**config.mk**
```make
export PLATFORM = sky130hd
export DESIGN_NAME = control_sequencer
export DESIGN_NICKNAME = d
export VERILOG_FILES = /design/src/rtl/control_sequencer.sv
export SDC_FILE = /design/constraint.sdc
export NUM_CORES = 1
export LEC_CHECK = 0
export CAP_MARGIN = 10
export CORE_ASPECT_RATIO = 0.5
export CORE_MARGIN = 10
export CORE_UTILIZATION = 34
export CTS_CLUSTER_SIZE = 20
export DETAILED_ROUTE_END_ITERATION = 7
export PLACE_DENSITY = 0.85
export RECOVER_POWER = 100
export SLEW_MARGIN = 20
export SYNTH_ARGS = -nofsm -noshare
export SYNTH_HDL_FRONTEND = slang
export SYNTH_SLANG_ARGS = --single-unit
```
**constraint.sdc**
```tcl
create_clock -name clock -period 2.4 [get_ports clock]
set_clock_uncertainty 0.05 [all_clocks]
set_input_delay 0.48 -clock clock [delete_from_list [all_inputs] [get_ports clock]]
set_output_delay 0.48 -clock clock [all_outputs]
set_load 0.005 [all_outputs]
```
**src/rtl/control_sequencer.sv**
```systemverilog
// control_sequencer: hardwired Mini-SRC control unit.
// Sequences fetch (T0-T2) and execute (T3-T6) and Moore-decodes every
// datapath strobe from the current state plus ir[31:27].
// Optional build macro: CU_SINGLE_STEP_EN adds the step input and a STEPWAIT
// state that gates the start of every instruction after the first.
module control_sequencer #(
    parameter int OPCODE_W   = 5,
    parameter int WAIT_LIMIT = 15
) (
    input  logic                clock,
    input  logic                clear,
    input  logic [31:0]         ir,
    input  logic                mem_done,
`ifdef CU_SINGLE_STEP_EN
    input  logic                step,
`endif
    output logic                PCout,
    output logic                MARin,
    output logic                IncPC,
    output logic                PCin,
    output logic                Read,
    output logic                MDRin,
    output logic                MDRout,
    output logic                IRin,
    output logic                Gra,
    output logic                Grb,
    output logic                Grc,
    output logic                Rin,
    output logic                Rout,
    output logic                Cout,
    output logic                Yin,
    output logic                Zlowin,
    output logic                Zhighin,
    output logic                Zlowout,
    output logic                Zhighout,
    output logic                LOin,
    output logic                HIin,
    output logic [OPCODE_W-1:0] opcode,
    output logic                run,
    output logic                illegal_op,
    output logic                bus_err
);

    typedef enum logic [3:0] {
        S_RST,
        S_T0,
        S_T1,
        S_T2,
        S_T3,
        S_T4,
        S_T5,
        S_T6,
        S_HALTED
`ifdef CU_SINGLE_STEP_EN
        ,
        S_STEPWAIT
`endif
    } state_t;

    // Where a completed (or skipped) instruction goes next.
`ifdef CU_SINGLE_STEP_EN
    localparam state_t S_END = S_STEPWAIT;
`else
    localparam state_t S_END = S_T0;
`endif

    localparam int CNT_W = (WAIT_LIMIT < 2) ? 1 : $clog2(WAIT_LIMIT + 1);
    // Counter value seen during the last permitted T1 cycle.
    localparam logic [CNT_W-1:0] LIMIT_LAST = (WAIT_LIMIT == 0) ? '0 : CNT_W'(WAIT_LIMIT - 1);

    state_t           r_state;
    state_t           w_next;
    logic [CNT_W-1:0] r_wait_cnt;
    logic             r_bus_err;

    logic [4:0]       w_op;
    logic             w_is_alu3;
    logic             w_is_imm;
    logic             w_is_muldiv;
    logic             w_is_negnot;
    logic             w_is_nop;
    logic             w_is_halt;
    logic             w_is_exec;
    logic             w_timeout;
    logic             w_unused_ir;

    assign w_op        = ir[31:27];
    assign w_unused_ir = ^ir[26:0];

    assign w_is_alu3   = (w_op >= 5'd3)  && (w_op <= 5'd11);
    assign w_is_imm    = (w_op >= 5'd12) && (w_op <= 5'd14);
    assign w_is_muldiv = (w_op == 5'd15) || (w_op == 5'd16);
    assign w_is_negnot = (w_op == 5'd17) || (w_op == 5'd18);
    assign w_is_nop    = (w_op == 5'd26);
    assign w_is_halt   = (w_op == 5'd27);
    assign w_is_exec   = w_is_alu3 | w_is_imm | w_is_muldiv | w_is_negnot;

    // mem_done takes priority over the timeout on the final permitted cycle.
    assign w_timeout = (WAIT_LIMIT != 0) && (r_wait_cnt == LIMIT_LAST) && !mem_done;

    assign bus_err = r_bus_err;

    // State register.
    always_ff @(posedge clock or posedge clear) begin
        if (clear) r_state <= S_RST;
        else       r_state <= w_next;
    end

    // T1 wait counter: counts consecutive T1 cycles, zero elsewhere.
    always_ff @(posedge clock or posedge clear) begin
        if (clear)                                 r_wait_cnt <= '0;
        else if (r_state == S_T1 && w_next == S_T1) r_wait_cnt <= r_wait_cnt + CNT_W'(1);
        else                                       r_wait_cnt <= '0;
    end

    // Sticky memory-timeout flag, cleared only by reset.
    always_ff @(posedge clock or posedge clear) begin
        if (clear)                             r_bus_err <= 1'b0;
        else if (r_state == S_T1 && w_timeout) r_bus_err <= 1'b1;
    end

    // Next-state decode.
    always_comb begin
        w_next = r_state;
        case (r_state)
            S_RST: w_next = S_T0;
            S_T0:  w_next = S_T1;
            S_T1: begin
                if (mem_done)       w_next = S_T2;
                else if (w_timeout) w_next = S_HALTED;
            end
            S_T2:  w_next = S_T3;
            S_T3: begin
                if (w_is_exec)      w_next = S_T4;
                else if (w_is_halt) w_next = S_HALTED;
                else                w_next = S_END;
            end
            S_T4:  w_next = S_T5;
            S_T5:  w_next = w_is_muldiv ? S_T6 : S_END;
            S_T6:  w_next = S_END;
            S_HALTED: w_next = S_HALTED;
`ifdef CU_SINGLE_STEP_EN
            S_STEPWAIT: if (step) w_next = S_T0;
`endif
            default: w_next = S_RST;
        endcase
    end

    // Moore output decode from state and the IR opcode field.
    always_comb begin
        PCout      = 1'b0;
        MARin      = 1'b0;
        IncPC      = 1'b0;
        PCin       = 1'b0;
        Read       = 1'b0;
        MDRin      = 1'b0;
        MDRout     = 1'b0;
        IRin       = 1'b0;
        Gra        = 1'b0;
        Grb        = 1'b0;
        Grc        = 1'b0;
        Rin        = 1'b0;
        Rout       = 1'b0;
        Cout       = 1'b0;
        Yin        = 1'b0;
        Zlowin     = 1'b0;
        Zhighin    = 1'b0;
        Zlowout    = 1'b0;
        Zhighout   = 1'b0;
        LOin       = 1'b0;
        HIin       = 1'b0;
        opcode     = '0;
        run        = 1'b1;
        illegal_op = 1'b0;
        case (r_state)
            S_T0: begin
                PCout  = 1'b1;
                MARin  = 1'b1;
                IncPC  = 1'b1;
                Zlowin = 1'b1;
            end
            S_T1: begin
                Zlowout = 1'b1;
                PCin    = 1'b1;
                Read    = 1'b1;
                MDRin   = 1'b1;
            end
            S_T2: begin
                MDRout = 1'b1;
                IRin   = 1'b1;
            end
            S_T3: begin
                if (w_is_exec) begin
                    Grb  = 1'b1;
                    Rout = 1'b1;
                    Yin  = 1'b1;
                end else if (!w_is_nop && !w_is_halt) begin
                    illegal_op = 1'b1;
                end
            end
            S_T4: begin
                opcode = ir[31 -: OPCODE_W];
                Zlowin = 1'b1;
                if (w_is_alu3) begin
                    Grc  = 1'b1;
                    Rout = 1'b1;
                end else if (w_is_imm) begin
                    Cout = 1'b1;
                end else if (w_is_negnot) begin
                    Grb  = 1'b1;
                    Rout = 1'b1;
                end else if (w_is_muldiv) begin
                    Grc     = 1'b1;
                    Rout    = 1'b1;
                    Zhighin = 1'b1;
                end
            end
            S_T5: begin
                Zlowout = 1'b1;
                if (w_is_muldiv) begin
                    LOin = 1'b1;
                end else begin
                    Gra = 1'b1;
                    Rin = 1'b1;
                end
            end
            S_T6: begin
                Zhighout = 1'b1;
                HIin     = 1'b1;
            end
            S_HALTED: run = 1'b0;
            default: ;
        endcase
    end

endmodule
```
==> results.toml <==
[hold_path]
min_path_cells = 1
min_to = "bus_err"
hold_path_class = "flip-flop to flip-flop"
min_from = "bus_err"

[floorplan]
placementRows = 13
die_y_um = 56.3
dieArea_um2 = 5210
start_util_pct = 35.1
ios = 64
core_area_um2 = 2550
die_w_um = 92.6

[placement]
place_congestion = 0.852
dp_hpwl_mm = 2.17
placed_cells = 193
dpl_worst_slack_ns = -0.515
portBuffers = 36

[setup_path]
cp-startpoint = "ir[28]"
worst-r2r-setup-slack_ns = 0.83
cp_max_fo = 4
worst_r2r_endpoint = "r_wait_cnt[2]"
crit_required_ns = 1.87
worst_r2r_path_depth = 6
path_class = "primary input to output port"
reg2reg_from = "r_state[3]"
worst_setup_path_start_kind = "primary input"
cp.arrival_ns = 1.81
cp-end-kind = "output port"

[sta]
fmaxAchievable_ghz = 0.428
tns_ns = 0
fin_crit_sh_pct = 97.4
finalHoldViolations = 0
fin_crit_ns = 2.34
relSlewSlack_pct = 78.0
slew_violations = 0
setup_slack_ns = 0.0624
tightest_slew_ns = 0.330
setup_viol = 0
rsz0062_at_grt = "yes"

[synth]
yosys_warnings = 0
yosys_register_bits = 9
ys_seq_area_share_pct = 25.1
synth_cell_types = 42
netlist_top_cells_area = "dfrtp_1 (25%), nor2_1 (7.1%), buf_4 (5.9%), nor3_1 (5.0%), a21oi_1 (4.5%)"
synth-main-ff-cell = "dfrtp_1"
yosys.area.top_type_share_pct = 25.1
synth-async-reset-ratio_pct = 100
synth_most_common_cell = "nor2_1"
synth_area_leader_cell = "dfrtp_1"
syn_nets = 152
synthCells = 115
synth-edff-count = 0
synthesis.area_um2 = 896
synth_area_per_cell_um2 = 7.79
synth_common_cells = "nor2_1 (17), dfrtp_1 (9), nor3_1 (9)"

[final_layout]
final_nets = 200
seqCellArea_um2 = 226
area.growth.synth_to_final_pct = 60.5
drive_gt1_share_pct = 29.6
antenna_cells = 0
multi_input_area_um2 = 591
fillers = 221
stdcell_count = 199
final_util_pct = 56.3

[pwr]
pwr_density_cell_nw_per_um2 = 693
fin_total_pwr_mw = 0.997
total_leakage_power_nw = 0.702
vdd_drop_max_mv = 0.296

[drt]
vias = 972
viasPerCell = 4.88
drt_iter0_drc = 77
wl_per_cell_um = 13.5
firstDrtPassIters = 4
drc = 0
detail-route-antenna-nets = 0
finalWirelength_mm = 2.69

[outcome]
status = "finished clean"

[global_route]
grt_max_degree = 15
grt-ovfl-total = 0
grt_pass1_vias = 951
antenna_found_initial = 0
grtUsageTotal_pct = 10.4
grt_first_pass_wirelength_mm = 4.50

[clock_tree]
cts_made_buffers = 3
insertion_delay_ns = 0.23
cts_max_level = 1
clk_pin_slew_ns = 0.04
clock-sinks = 9
cts_tree = "built"
hold_buffers = 0
clock_path_buffers = 2
root_buffer = "clkbuf_8"

[job]
max_cap_violations = 0
[routing by layer]
layer  up-vias  track usage, %  share of wire, %
met5         -               0                 0
met1       459            11.4                40
met4         0            5.46               2.3
met2        21            19.0                53
li1        486               -                 -
met3         6            1.59               4.7
[layout make-up]
| cell class | instances | area share, % |
|---|---|---|
| Tap cell | 37 | 3.22 |
| Timing Repair Buffer | 57 | 35.0 |
| Inverter | 7 | 1.83 |
| Multi-Input combinational cell | 85 | 41.1 |
| Clock buffer | 4 | 3.13 |
| Sequential cell | 9 | 15.8 |
[report_power, final]
part | switching, mW | internal (mW) | leakage, nW
logic | 0.275 | 0.325 | 0.559
clock network | 0.0587 | 0.116 | 0.0228
registers | 0.0405 | 0.182 | 0.120
[cell usage in the layout, fill, tap and decap left out, types with 2 or more instances in the layout]
master            n
clkbuf_8          3
nand3_1           3
clkbuf_2          2
ha_1              2
clkdlybuf4s50_1  19
a21oi_1           8
and2_1            3
dlymetal6s2s_1    2
nor2_1           14
dlygate4sd2_1     9
a31oi_1           2
nor2_4            2
nand2_1           4
dfrtp_1           8
or2_2             2
nor2_2            2
buf_4            21
nand2b_1          3
a21o_1            2
o21ai_0           3
inv_1             7
nor3_1            7
nor2b_1           2
clkdlybuf4s15_1   2
nor3_2            2
[worst max path at each step]
stage	to	cells past startpoint	slack (ns)
after global placement	Rin	6	-0.50
after CTS	Cout	4	0.01
after floorplan	Rin	6	0.25
after detailed placement	Gra	6	-0.52
after global routing	Grb	8	-0.0006
final	LOin	6	0.06
[registers in the layout, indices dropped and copies added (netlist names)]
register / count
r_state: 4
r_wait_cnt: 4
bus_err: 1
[logic make-up (layout without fill, tap and decap cells)]
| kind of cell | Yosys count | after routing | synth area share [%] |
|---|---|---|---|
| AND/OR/NAND/NOR | 55 | 55 | 33.8 |
| buffers and inverters | 21 | 68 | 13.8 |
| flip-flops | 9 | 9 | 25.1 |
| XOR/XNOR | 3 | 3 | 2.93 |
| adder cells (fa/ha/maj) | 2 | 2 | 2.79 |
| AO/OA/AOI/OAI | 25 | 25 | 21.5 |
[worst max-delay path, stage by stage]
cell	delay, ns
dlygate4sd2_1	0.29
nor3b_4	0.28
a32oi_4	0.08
or3_4	0.40
inv_1	0.07
clkdlybuf4s15_2	0.20
[what timing repair did]
| item | in CTS | in global routing |
|---|---|---|
| endpoints found under the setup margin | 16 | 12 |
| gates resized for setup | 24 | 11 |
| cloned | 0 | 0 |
| pin swaps | 1 | 2 |
| setup buffers | 0 | 2 |
[stage by stage]
| stage | hold WS [ns] | cell area [µm²] |
|---|---|---|
| floorplan | 0.258 | 896 |
| global placement | 0.388 | 1350 |
| detailed placement | 0.394 | 1350 |
| CTS | 0.404 | 1410 |
| global route | 0.438 | 1440 |
| finish | 0.398 | 1440 |
(Power assumes the default switching activity.)
